`src/rtl/alu_pkg.sv`:
```
// Shared widths, mode/op encodings and issuer state type for the Alu command path.
package alu_pkg;

  localparam int unsigned OPND_W = 16;
  localparam int unsigned RES_W  = 32;

  localparam logic MODE_BOOL = 1'b0;
  localparam logic MODE_INT  = 1'b1;

  localparam logic [1:0] OP_AND = 2'd0;
  localparam logic [1:0] OP_OR  = 2'd1;
  localparam logic [1:0] OP_XOR = 2'd2;
  localparam logic [1:0] OP_NOT = 2'd3;

  typedef enum logic [1:0] {
    ST_IDLE  = 2'd0,
    ST_DRIVE = 2'd1,
    ST_RESP  = 2'd2
  } issuer_state_t;

endpackage

```
`src/rtl/alu_cmd_issuer.sv`:
```
// Accepts one ALU command, holds it on the Alu inputs for a settle window,
// then returns the sampled result/error and keeps op/error statistics.
module alu_cmd_issuer
  import alu_pkg::*;
#(
  parameter int unsigned SETTLE_CYCLES = 2
) (
  input  logic              Clock,
  input  logic              Reset_n,
  input  logic              cmd_valid,
  output logic              cmd_ready,
  input  logic [OPND_W-1:0] cmd_a,
  input  logic [OPND_W-1:0] cmd_b,
  input  logic              cmd_mode,
  input  logic [1:0]        cmd_op,
  output logic [OPND_W-1:0] alu_a,
  output logic [OPND_W-1:0] alu_b,
  output logic              alu_mode,
  output logic [1:0]        alu_op,
  input  logic [RES_W-1:0]  alu_res,
  input  logic              alu_err,
  output logic              rsp_valid,
  input  logic              rsp_ready,
  output logic [RES_W-1:0]  rsp_res,
  output logic              rsp_err,
  output logic [15:0]       ops_count,
  output logic [7:0]        err_count
);

  localparam logic [3:0] SETTLE_LOAD = 4'(SETTLE_CYCLES - 1);

  issuer_state_t state, state_nx;
  logic [3:0]    settle_cnt;
  logic          armed;
  logic          accept;
  logic          capture;
  logic          rsp_take;

  // armed keeps cmd_ready low until the first edge after reset release
  always_ff @(posedge Clock or negedge Reset_n) begin
    if (!Reset_n) begin
      state <= ST_IDLE;
      armed <= 1'b0;
    end else begin
      state <= state_nx;
      armed <= 1'b1;
    end
  end

  always_comb begin
    state_nx  = state;
    accept    = 1'b0;
    capture   = 1'b0;
    rsp_take  = 1'b0;
    cmd_ready = 1'b0;
    rsp_valid = 1'b0;
    case (state)
      ST_IDLE: begin
        cmd_ready = armed;
        if (cmd_valid && armed) begin
          accept   = 1'b1;
          state_nx = ST_DRIVE;
        end
      end
      ST_DRIVE: begin
        if (settle_cnt == '0) begin
          capture  = 1'b1;
          state_nx = ST_RESP;
        end
      end
      ST_RESP: begin
        rsp_valid = 1'b1;
        if (rsp_ready) begin
          rsp_take = 1'b1;
          state_nx = ST_IDLE;
        end
      end
      default: state_nx = ST_IDLE;
    endcase
  end

  always_ff @(posedge Clock or negedge Reset_n) begin
    if (!Reset_n) begin
      alu_a      <= '0;
      alu_b      <= '0;
      alu_mode   <= 1'b0;
      alu_op     <= '0;
      settle_cnt <= '0;
      rsp_res    <= '0;
      rsp_err    <= 1'b0;
      ops_count  <= '0;
      err_count  <= '0;
    end else begin
      if (accept) begin
        alu_a      <= cmd_a;
        alu_b      <= cmd_b;
        alu_mode   <= cmd_mode;
        alu_op     <= cmd_op;
        settle_cnt <= SETTLE_LOAD;
      end else if (state == ST_DRIVE && settle_cnt != '0) begin
        settle_cnt <= settle_cnt - 4'd1;
      end
      // boolean ops never report an error, whatever the Alu says
      if (capture) begin
        rsp_res <= alu_res;
        rsp_err <= alu_err & (alu_mode == MODE_INT);
      end
      if (rsp_take) begin
        ops_count <= ops_count + 16'd1;
        if (rsp_err && err_count != '1)
          err_count <= err_count + 8'd1;
      end
    end
  end

endmodule

```
`config.mk`:
```
export PLATFORM = sky130hd
export DESIGN_NAME = alu_cmd_issuer
export DESIGN_NICKNAME = d
export VERILOG_FILES = /design/src/rtl/alu_pkg.sv /design/src/rtl/alu_cmd_issuer.sv
export SDC_FILE = /design/constraint.sdc
export NUM_CORES = 1
export LEC_CHECK = 0
export CAP_MARGIN = 40
export CORE_MARGIN = 2
export CORE_UTILIZATION = 46
export DETAILED_ROUTE_END_ITERATION = 6
export HOLD_SLACK_MARGIN = 0.02
export MAX_ROUTING_LAYER = met4
export PLACE_DENSITY = 0.85
export SYNTH_ARGS = -nofsm -noshare
export SYNTH_HDL_FRONTEND = slang
export SYNTH_SLANG_ARGS = --single-unit
```
`constraint.sdc`:
```
create_clock -name Clock -period 5 [get_ports Clock]
set_input_delay 1 -clock Clock [delete_from_list [all_inputs] [get_ports Clock]]
set_output_delay 1 -clock Clock [all_outputs]
set_load 0.005 [all_outputs]
```
==> out/qor.yml <==
path_clk_slew_ps: 80
cts-buffers-inserted: 9
gp_congestion: 0.756
htreeDepth: 3
drt_iter0_markers: 67
layout_common_cells: "clkdlybuf4s50_1 (164), dfrtp_1 (99), mux2_1 (35), mux2_2 (33), xnor2_1 (16)"
vias: 2757
drive_gt1_share_pct: 13.5
grt_pass1_vias: 2981
p_seq_share_pct: 43.0
final.min_clock_period_ps: 2680
wire_per_inst_um: 16.0
leakage_nw: 2.50
fin_worst_skew_ps: 7.67
area_growth_pct: 49.0
holdCritPathClass: "flip-flop to flip-flop"
fp-row-count: 33
fmax_mhz: 374
hold_violations: 0
drc_errors: 0
final_max_slew_viol_count: 0
synth_adder_area_share_pct: 1.26
cp_max_fo: 6
switchingPower_uw: 844
n_antenna_cell: 0
dieArea_mm2: 0.00939
cts_buffer_depth: 2
async_flop_share_pct: 100
pwr-share-comb_pct: 40.4
crit_buf_inv: 1
fin_crit_sh_pct: 53.5
cpMaxStageDelayCell: "clkdlybuf4s50_1"
worstSkewPairLatency_ps: 360
slowest_delay_ps: 570
nFillCells: 593
design_area_mm2: 0.00592
cts_resized: 0
synthXorXnorAreaFrac_pct: 4.63
ir_drop_mv: 0.280
coreArea_mm2: 0.00830
critPathTopFamily: "buffers and inverters"
dr.pass1.iters: 4
cts_tree: "built"
drtAntennaViolNets: 0
start_kind: "flip-flop"
swShare_pct: 27.6
layout_setup_ws_ps: 2320
die_height_um: 96.9
synth_cells: 273
synth.yosys.seq_area_share_pct: 62.4
cellPowerDensity_mw_per_mm2: 516
relSlewSlack_pct: 48.8
nets: 517
synthesis.nets: 349
start_util_pct: 47.9
arrival_ps: 1680
avgSynthCellArea_um2: 14.5
wl_um: 8810
cell_internal_pwr_mw: 2.21
setup_viol: 0
status: "finished clean"
ys_types: 36
maxCapViolations: 0
cts_sinks: 99
dp_hpwl_um: 6590
grt_overflow_total: 0
cts_hold_repair.buffers: 0
final_common_cell: "clkdlybuf4s50_1"
synth_mux_area_share_pct: 19.7
place_area_mm2: 0.00572
port_buffers: 165
die_width_um: 96.9
rsz0062_at_grt: "no"
grt_pass1_wl_um: 14300
synth-simple-area-share_pct: 8.16
ios: 166
post-cts-setup-buffers: 0
syn_area_mm2: 0.00397
synth_top_family_by_area: "multiplexers"
grt_max_degree: 64
avgViaCountPerCell: 5.00
antenna_found_initial: 0
post-route-util_pct: 71.3
track_usage_pct: 19.8
root_buffer: "clkbuf_8"
path_class: "flip-flop to output port"
p_clk_share_pct: 16.6
synthFlopType: "dfrtp_1"
finalHoldWorstSlack_ps: 487
synth_edf_count: 0
dp_worst_setup_slack_ps: 2410
synth_compound_area_share_pct: 1.83
worstPathCellList: "nor3b_2 -> clkdlybuf4s50_1"
end_kind: "output port"
tightest_slew_ps: 768
yosys_warnings: 0
ys_seq_elements: 99
totalNegativeSetupSlack_ps: 0
worstPathRequired_ps: 4000
[worst paths after layout]
path,cells after the start,slack (ps),startpoint,to
max,2,2320,state[1],cmd_ready
min,1,490,ops_count[15],ops_count[15]
max reg2reg,4,3080,state[1],alu_b[0]
min reg2reg,1,490,ops_count[15],ops_count[15]
max in group asynchronous,2,3300,Reset_n,err_count[3]
min in group asynchronous,1,710,Reset_n,rsp_res[16]
[power groups by stage]
stage               Sequential [mW]  Combinational (mW)  Clock [mW]
floorplan                      1.33               0.451           0
global placement               1.31                1.21           0
detailed placement             1.33                1.25           0
CTS                            1.31                1.26       0.521
global route                   1.36                1.33       0.557
finish                         1.31                1.23       0.506
[final cells by class]
type	instances	area [um2]	area share, %
flip-flops and latches	99	2480	41.9
well taps	105	131	2.22
inverters	3	11.3	0.190
multi-input cells	161	1420	23.9
repair buffers	167	1680	28.5
clock buffers	12	145	2.45
clock inverters	4	50.0	0.846
[cell usage after synthesis, drive strengths merged (2+ instances only)]
library cell / n / area share, %
mux2: 69 / 20
o21ai: 4 / 0.50
xnor2: 16 / 3.5
and2: 2 / 0.32
and4: 2 / 0.44
ha: 4 / 1.3
nor2: 7 / 0.66
a31oi: 2 / 0.32
nand2b: 3 / 0.47
and3: 4 / 0.88
dfrtp: 99 / 62
inv: 3 / 0.28
nand2: 10 / 0.95
a21oi: 3 / 0.38
buf: 10 / 1.7
nor3: 2 / 0.25
nand4: 5 / 0.79
xor2: 5 / 1.1
nand3: 11 / 1.7
[layer usage]
metal  global-route usage (%)  routed length, um
met1                     23.2               3680
met2                     31.8               4330
met3                     5.64                543
met4                     9.10                255
met5                        -                  0
[cell families after synthesis]
group	Yosys count
flops	99
buf+inv	13
fa+ha+maj	4
xor+xnor	21
mux	69
simple gates	54
other cells	1
compound gates	12
[flip-flops by register name, indices dropped and copies added, names as in the netlist]
name,flops
rsp_res,32
alu_a,16
alu_b,16
ops_count,16
err_count,8
settle_cnt,4
alu_op,2
state,2
alu_mode,1
armed,1
rsp_err,1
[through the flow]
| step | power, mW | cells |
|---|---|---|
| floorplan | 1.78 | 273 |
| global placement | 2.52 | 534 |
| detailed placement | 2.58 | 535 |
| CTS | 3.10 | 551 |
| global route | 3.25 | 551 |
| finish | 3.05 | 551 |
Note: power is estimated with default switching activity, not from simulation.
==> patch 1: new RTL, same settings <==
Register the output `err_count` once more, with the module's reset; this adds one clock of latency there. The other outputs are not delayed to match.
--- a/src/rtl/alu_cmd_issuer.sv
+++ b/src/rtl/alu_cmd_issuer.sv
@@ -30,2 +30,4 @@
   localparam logic [3:0] SETTLE_LOAD = 4'(SETTLE_CYCLES - 1);
+
+  logic [7:0] err_count_s0;
 
@@ -91,3 +93,3 @@
       ops_count  <= '0;
-      err_count  <= '0;
+      err_count_s0 <= '0;
     end else begin
@@ -109,5 +111,13 @@
         ops_count <= ops_count + 16'd1;
-        if (rsp_err && err_count != '1)
-          err_count <= err_count + 8'd1;
+        if (rsp_err && err_count_s0 != '1)
+          err_count_s0 <= err_count_s0 + 8'd1;
       end
+    end
+  end
+
+  always_ff @(posedge Clock or negedge Reset_n) begin
+    if (!Reset_n) begin
+      err_count <= '0;
+    end else begin
+      err_count <= err_count_s0;
     end
Function: changed (a bounded check fails within 10 cycles, from zero or initial values and one cycle with Reset_n low).
==> patch 1 against the unedited design <==
Hold slack got worse by 0.049 ns. Sequential share of layout area rose by 1.6 points. Register-to-register slack got worse by 0.09 ns. Routed wire length rose by 1.8%. Count of clock-buffer cells in the layout fell by 2. Sequential cell count rose by 8. Global-route usage fell by 0.13 points. Final area rose by 4.1%. Synthesized area rose by 5.2%. Via count rose by 3.5%. Power rose by 4.3%. Clock power rose by 8.1%. Non-clock buffer count rose by 1. Worst setup slack got worse by 0.059 ns. Highest routed layer unchanged.
==> patch 1: results (changes against the unedited design) <==
======================================================================================
Count of different cell masters after synthesis .........................           34   was 36
Leading cell types by count after synthesis ............................. dfrtp_1 (107), mux2_2 (67), nand2_1 (15)   was dfrtp_1 (99), mux2_1 (35), mux2_2 (33)
Sink count of the clock tree ............................................          107   was 99
Largest fanout of any net on the critical path ..........................            5   was 6
Hold worst-path end ..................................................... err_count[5]   was ops_count[15]
Amount of wire on met3 after detailed routing ...........................       405 um   was 543 um
Sequential cell area share ..............................................        0.435   was 0.419
Arrival time of the worst setup path ....................................      1.73 ns   was 1.68 ns
M1 GR Usage .............................................................        0.236   was 0.232
Power in sequential cells ...............................................      1370 uW   was 1310 uW
Worst setup slack for register-to-register paths ........................      2.99 ns   was 3.08 ns
Non-clock buffer area fraction after layout .............................        0.273   was 0.285
Clock slew at the register clock pins of the worst setup and hold paths .      0.10 ns   was 0.08 ns
Worst-Margin Slew .......................................................     0.770 ns   was 0.768 ns
Final-stage net count ...................................................          533   was 517
Synthesized-area fraction occupied by ao, oa, aoi and oai cells .........       0.0120   was 0.0183
Final estimated routing congestion in global placement ..................        0.801   was 0.756
Clock buffer count in the final layout ..................................           10   was 12
Sequential-to-total area share from yosys stat ..........................        0.641   was 0.624
Vias post-DR ............................................................         2854   was 2757
Worst stage delay on the critical path ..................................      0.60 ns   was 0.57 ns
Worst voltage drop across the vdd grid ..................................     0.287 mV   was 0.280 mV
Launch point of the worst hold path ..................................... err_count_s0[5]   was ops_count[15]
Worst R2R Start .........................................................     state[1]   unchanged
Share of final-layout standard cells stronger than drive strength 1 .....        0.208   was 0.135
Global routing usage on met2 ............................................        0.324   was 0.318
Share of synthesized area spent on multiplexers .........................        0.189   was 0.197
Synth Area in Adders ....................................................       0.0120   was 0.0126
Global routing usage on met3 ............................................       0.0478   was 0.0564
Average wire per cell in the routed design ..............................      15.7 um   was 16.0 um
Largest cells by area after synthesis ................................... dfrtp_1 (64%), mux2_2 (18%), xnor2_1 (2.5%)   was dfrtp_1 (62%), mux2_1 (9.9%), mux2_2 (9.4%)
Area of the multi-input gates ...........................................    1440 um^2   was 1420 um^2
Syn Nets ................................................................          363   was 349
Post-synthesis xor/xnor area fraction ...................................       0.0461   was 0.0463
Leakage Power ...........................................................   0.00268 uW   was 0.00250 uW
Net load switching power ................................................       872 uW   was 844 uW
Register bank with the most flops .......................................      rsp_res   unchanged
Pin count of the biggest net entering global routing ....................           63   was 64
R2R Path End ............................................................    alu_a[14]   was alu_b[0]
Filler cell count in the final layout ...................................          639   was 593
Iteration-0 DRC Markers .................................................           73   was 67
Repair and plain buffers ................................................          168   was 167
Vias in the first global route ..........................................         3064   was 2981
Hold Crit Depth .........................................................            0   was 1
Met2 routed wirelength ..................................................      4680 um   was 4330 um
Worst slack, placed .....................................................      2.31 ns   was 2.41 ns
Power drawn by the clock network ........................................       547 uW   was 506 uW
Final HPWL DP ...........................................................      6840 um   was 6590 um
Worst clock skew ........................................................    0.0122 ns   was 0.00767 ns
Outcome ................................................................. complete, no violations   unchanged
======================================================================================
[patch 1: stage by stage]
step | instance area [um^2] | instances | power [uW] | utilization | hold slack [ns]
3_5_place_dp | 5950 | 554 | 2680 | 0.679 | 0.422
5_1_grt | 6160 | 570 | 3380 | 0.703 | 0.455
2_1_floorplan | 4180 | 287 | 1860 | - | 0.386
3_3_place_gp | 5930 | 553 | 2610 | 0.677 | 0.404
6_report | 6160 | 570 | 3190 | 0.703 | 0.438
4_1_cts | 6160 | 570 | 3230 | 0.703 | 0.440
[patch 1: worst max-delay path by stage]
stage                                to  slack (ns)  depth (start not counted)
after floorplan           ops_count[15]        2.90                          5
after global placement    ops_count[15]        2.33                          5
after detailed placement  ops_count[15]        2.31                          5
after CTS                     cmd_ready        2.27                          2
after global routing          cmd_ready        2.20                          2
final                         cmd_ready        2.27                          2
==> patch 2: new RTL, same settings <==
Without the edit above. The package constant `RES_W` goes from 32 to 36.
--- a/src/rtl/alu_pkg.sv
+++ b/src/rtl/alu_pkg.sv
@@ -4,3 +4,3 @@
   localparam int unsigned OPND_W = 16;
-  localparam int unsigned RES_W  = 32;
+  localparam int unsigned RES_W  = 36;
 
Interface: changed (resized alu_res and rsp_res); port bits go from 166 to 174. The function was not compared with the original's and may differ.
==> patch 2 against the unedited design <==
Register-to-register slack worse by 0.11 ns. Synthesized area up 4.0%. Worst setup slack got worse by 0.13 ns. Core utilization rose by 0.40 points. Power grew 7.8%. Combinational power rose by 9%. Sequential cell count rose by 4. Final area is 5.7% higher. Routed wire length increased by 5.1%. Via count up 4.1%. Critical path type unchanged. Largest cell class unchanged.
==> patch 2: results (changes against the unedited design) <==
==================================================================================
Vias post-DR ........................................................         2871   was 2757
Most used DFF post-synth ............................................      dfrtp_1   unchanged
Diode insertion count for antenna repair ............................            0   unchanged
Leading cell types by count after synthesis ......................... dfrtp_1 (103), mux2_2 (71), nand2_1 (15)   was dfrtp_1 (99), mux2_1 (35), mux2_2 (33)
Type of the worst min-delay path ....................................      reg2reg   unchanged
Iteration-0 DRC Markers .............................................           54   was 67
Syn Nets ............................................................          368   was 349
Clock latency of the later-clocked register in the worst-skew pair ..      0.36 ns   about the same
Final HPWL DP .......................................................      6850 um   was 6590 um
Worst stage delay on the critical path ..............................      0.59 ns   was 0.57 ns
Vias in the first global route ......................................         3204   was 2981
Worst clock skew ....................................................    0.0154 ns   was 0.00767 ns
Average wire per cell in the routed design ..........................      16.0 um   about the same
M1 GR Usage .........................................................        0.243   was 0.232
Total track usage ...................................................        0.204   was 0.198
Filler cell count in the final layout ...............................          621   was 593
Synth Warn # ........................................................            0   unchanged
Worst voltage drop across the vdd grid ..............................     0.282 mV   was 0.280 mV
Largest fanout of any net on the critical path ......................            5   was 6
Number of iterations in the first detailed-routing pass .............            4   unchanged
Final-stage net count ...............................................          546   was 517
Largest cells by area after synthesis ............................... dfrtp_1 (62%), mux2_2 (19%), xnor2_1 (2.5%)   was dfrtp_1 (62%), mux2_1 (9.9%), mux2_2 (9.4%)
Leakage Power .......................................................   0.00269 uW   was 0.00250 uW
Max Root-Sink Buffers ...............................................            2   unchanged
Count of different cell masters after synthesis .....................           35   was 36
Critical-path cell with the highest stage delay ..................... clkdlybuf4s50_1   unchanged
Flip-flop count of the largest register, all copies and words added .           36   was 32
Global routing usage on met2 ........................................        0.346   was 0.318
Outcome ............................................................. complete, no violations   unchanged
Wire length of the first global-routing pass ........................     15400 um   was 14300 um
Clock tree root driver cell .........................................     clkbuf_8   unchanged
Num CTS Buffers .....................................................            9   unchanged
Final estimated routing congestion in global placement ..............        0.775   was 0.756
Arrival time of the worst setup path ................................      1.81 ns   was 1.68 ns
Port Buffers ........................................................          173   was 165
Share of synthesized registers carrying an async set or reset .......         1.00   unchanged
Share of final-layout standard cells stronger than drive strength 1 .        0.214   was 0.135
Sequential-to-total area share from yosys stat ......................        0.624   about the same
H-Tree Level Count ..................................................            3   unchanged
Global routing usage on met3 ........................................       0.0447   was 0.0564
Pin count of the biggest net entering global routing ................           61   was 64
==================================================================================
patch 2: cell types whose count changed after synthesis, sizes merged, moves of 2 or more:
| cell | change |
|---|---|
| nand2 | +5 |
| inv | +2 |
| and3 | -2 |
| nor2 | +4 |
| xnor2 | -4 |
| nand4 | -4 |
| mux2 | +5 |
| dfrtp | +4 |
| nand3 | +2 |
| xor2 | +5 |
patch 2: layout make-up:
cell class / instances / share of cell area
clock buffer: 12 / 0.0248
clock inverter: 4 / 0.0124
inverter: 5 / 0.00300
multi-input combinational: 170 / 0.237
sequential: 103 / 0.412
tap: 108 / 0.0216
timing repair buffer: 177 / 0.289
patch 2: logic make-up (layout without fill, tap and decap cells):
group           Yosys count  after routing  share of synthesized area
buf+inv                  15            198                     0.0185
other cells               1              1                   0.000908
xor+xnor                 22             22                     0.0467
fa+ha+maj                 4              4                     0.0121
simple gates             61             61                     0.0839
flops                   103            103                      0.624
mux                      74             74                      0.202
compound gates            8              8                     0.0121
patch 2: where the power goes:
group	total, uW	switching, uW	internal (uW)
Clock	588	276	312
Sequential	1370	197	1170
Combinational	1340	412	925
Total	3290	885	2410
patch 2: final timing paths:
kind	startpoint	to	slack, ns	depth (start not counted)
min	alu_b[3]	alu_b[3]	0.50	1
max	state[1]	cmd_ready	2.19	2
max reg2reg	state[1]	alu_a[4]	2.97	4
min in group asynchronous	Reset_n	alu_b[3]	0.52	1
min reg2reg	alu_b[3]	alu_b[3]	0.50	1
max in group asynchronous	Reset_n	ops_count[3]	3.50	3
patch 2: through the flow:
stage	utilization	worst slack (ns)	cell area, um^2	cells	power (uW)
final	0.717	2.19	6250	579	3290
after global routing	0.717	2.12	6250	579	3490
after CTS	0.717	2.19	6250	579	3340
after detailed placement	0.690	2.27	6020	563	2730
after global placement	0.682	2.24	5950	560	2660
after floorplan	-	2.90	4130	288	1870
patch 2: metal layers:
| metal | vias up | share of wire |
|---|---|---|
| met4 | 0 | 0.017 |
| met1 | 1430 | 0.41 |
| met3 | 16 | 0.046 |
| li1 | 1335 | - |
| met2 | 90 | 0.52 |
| met5 | - | 0 |
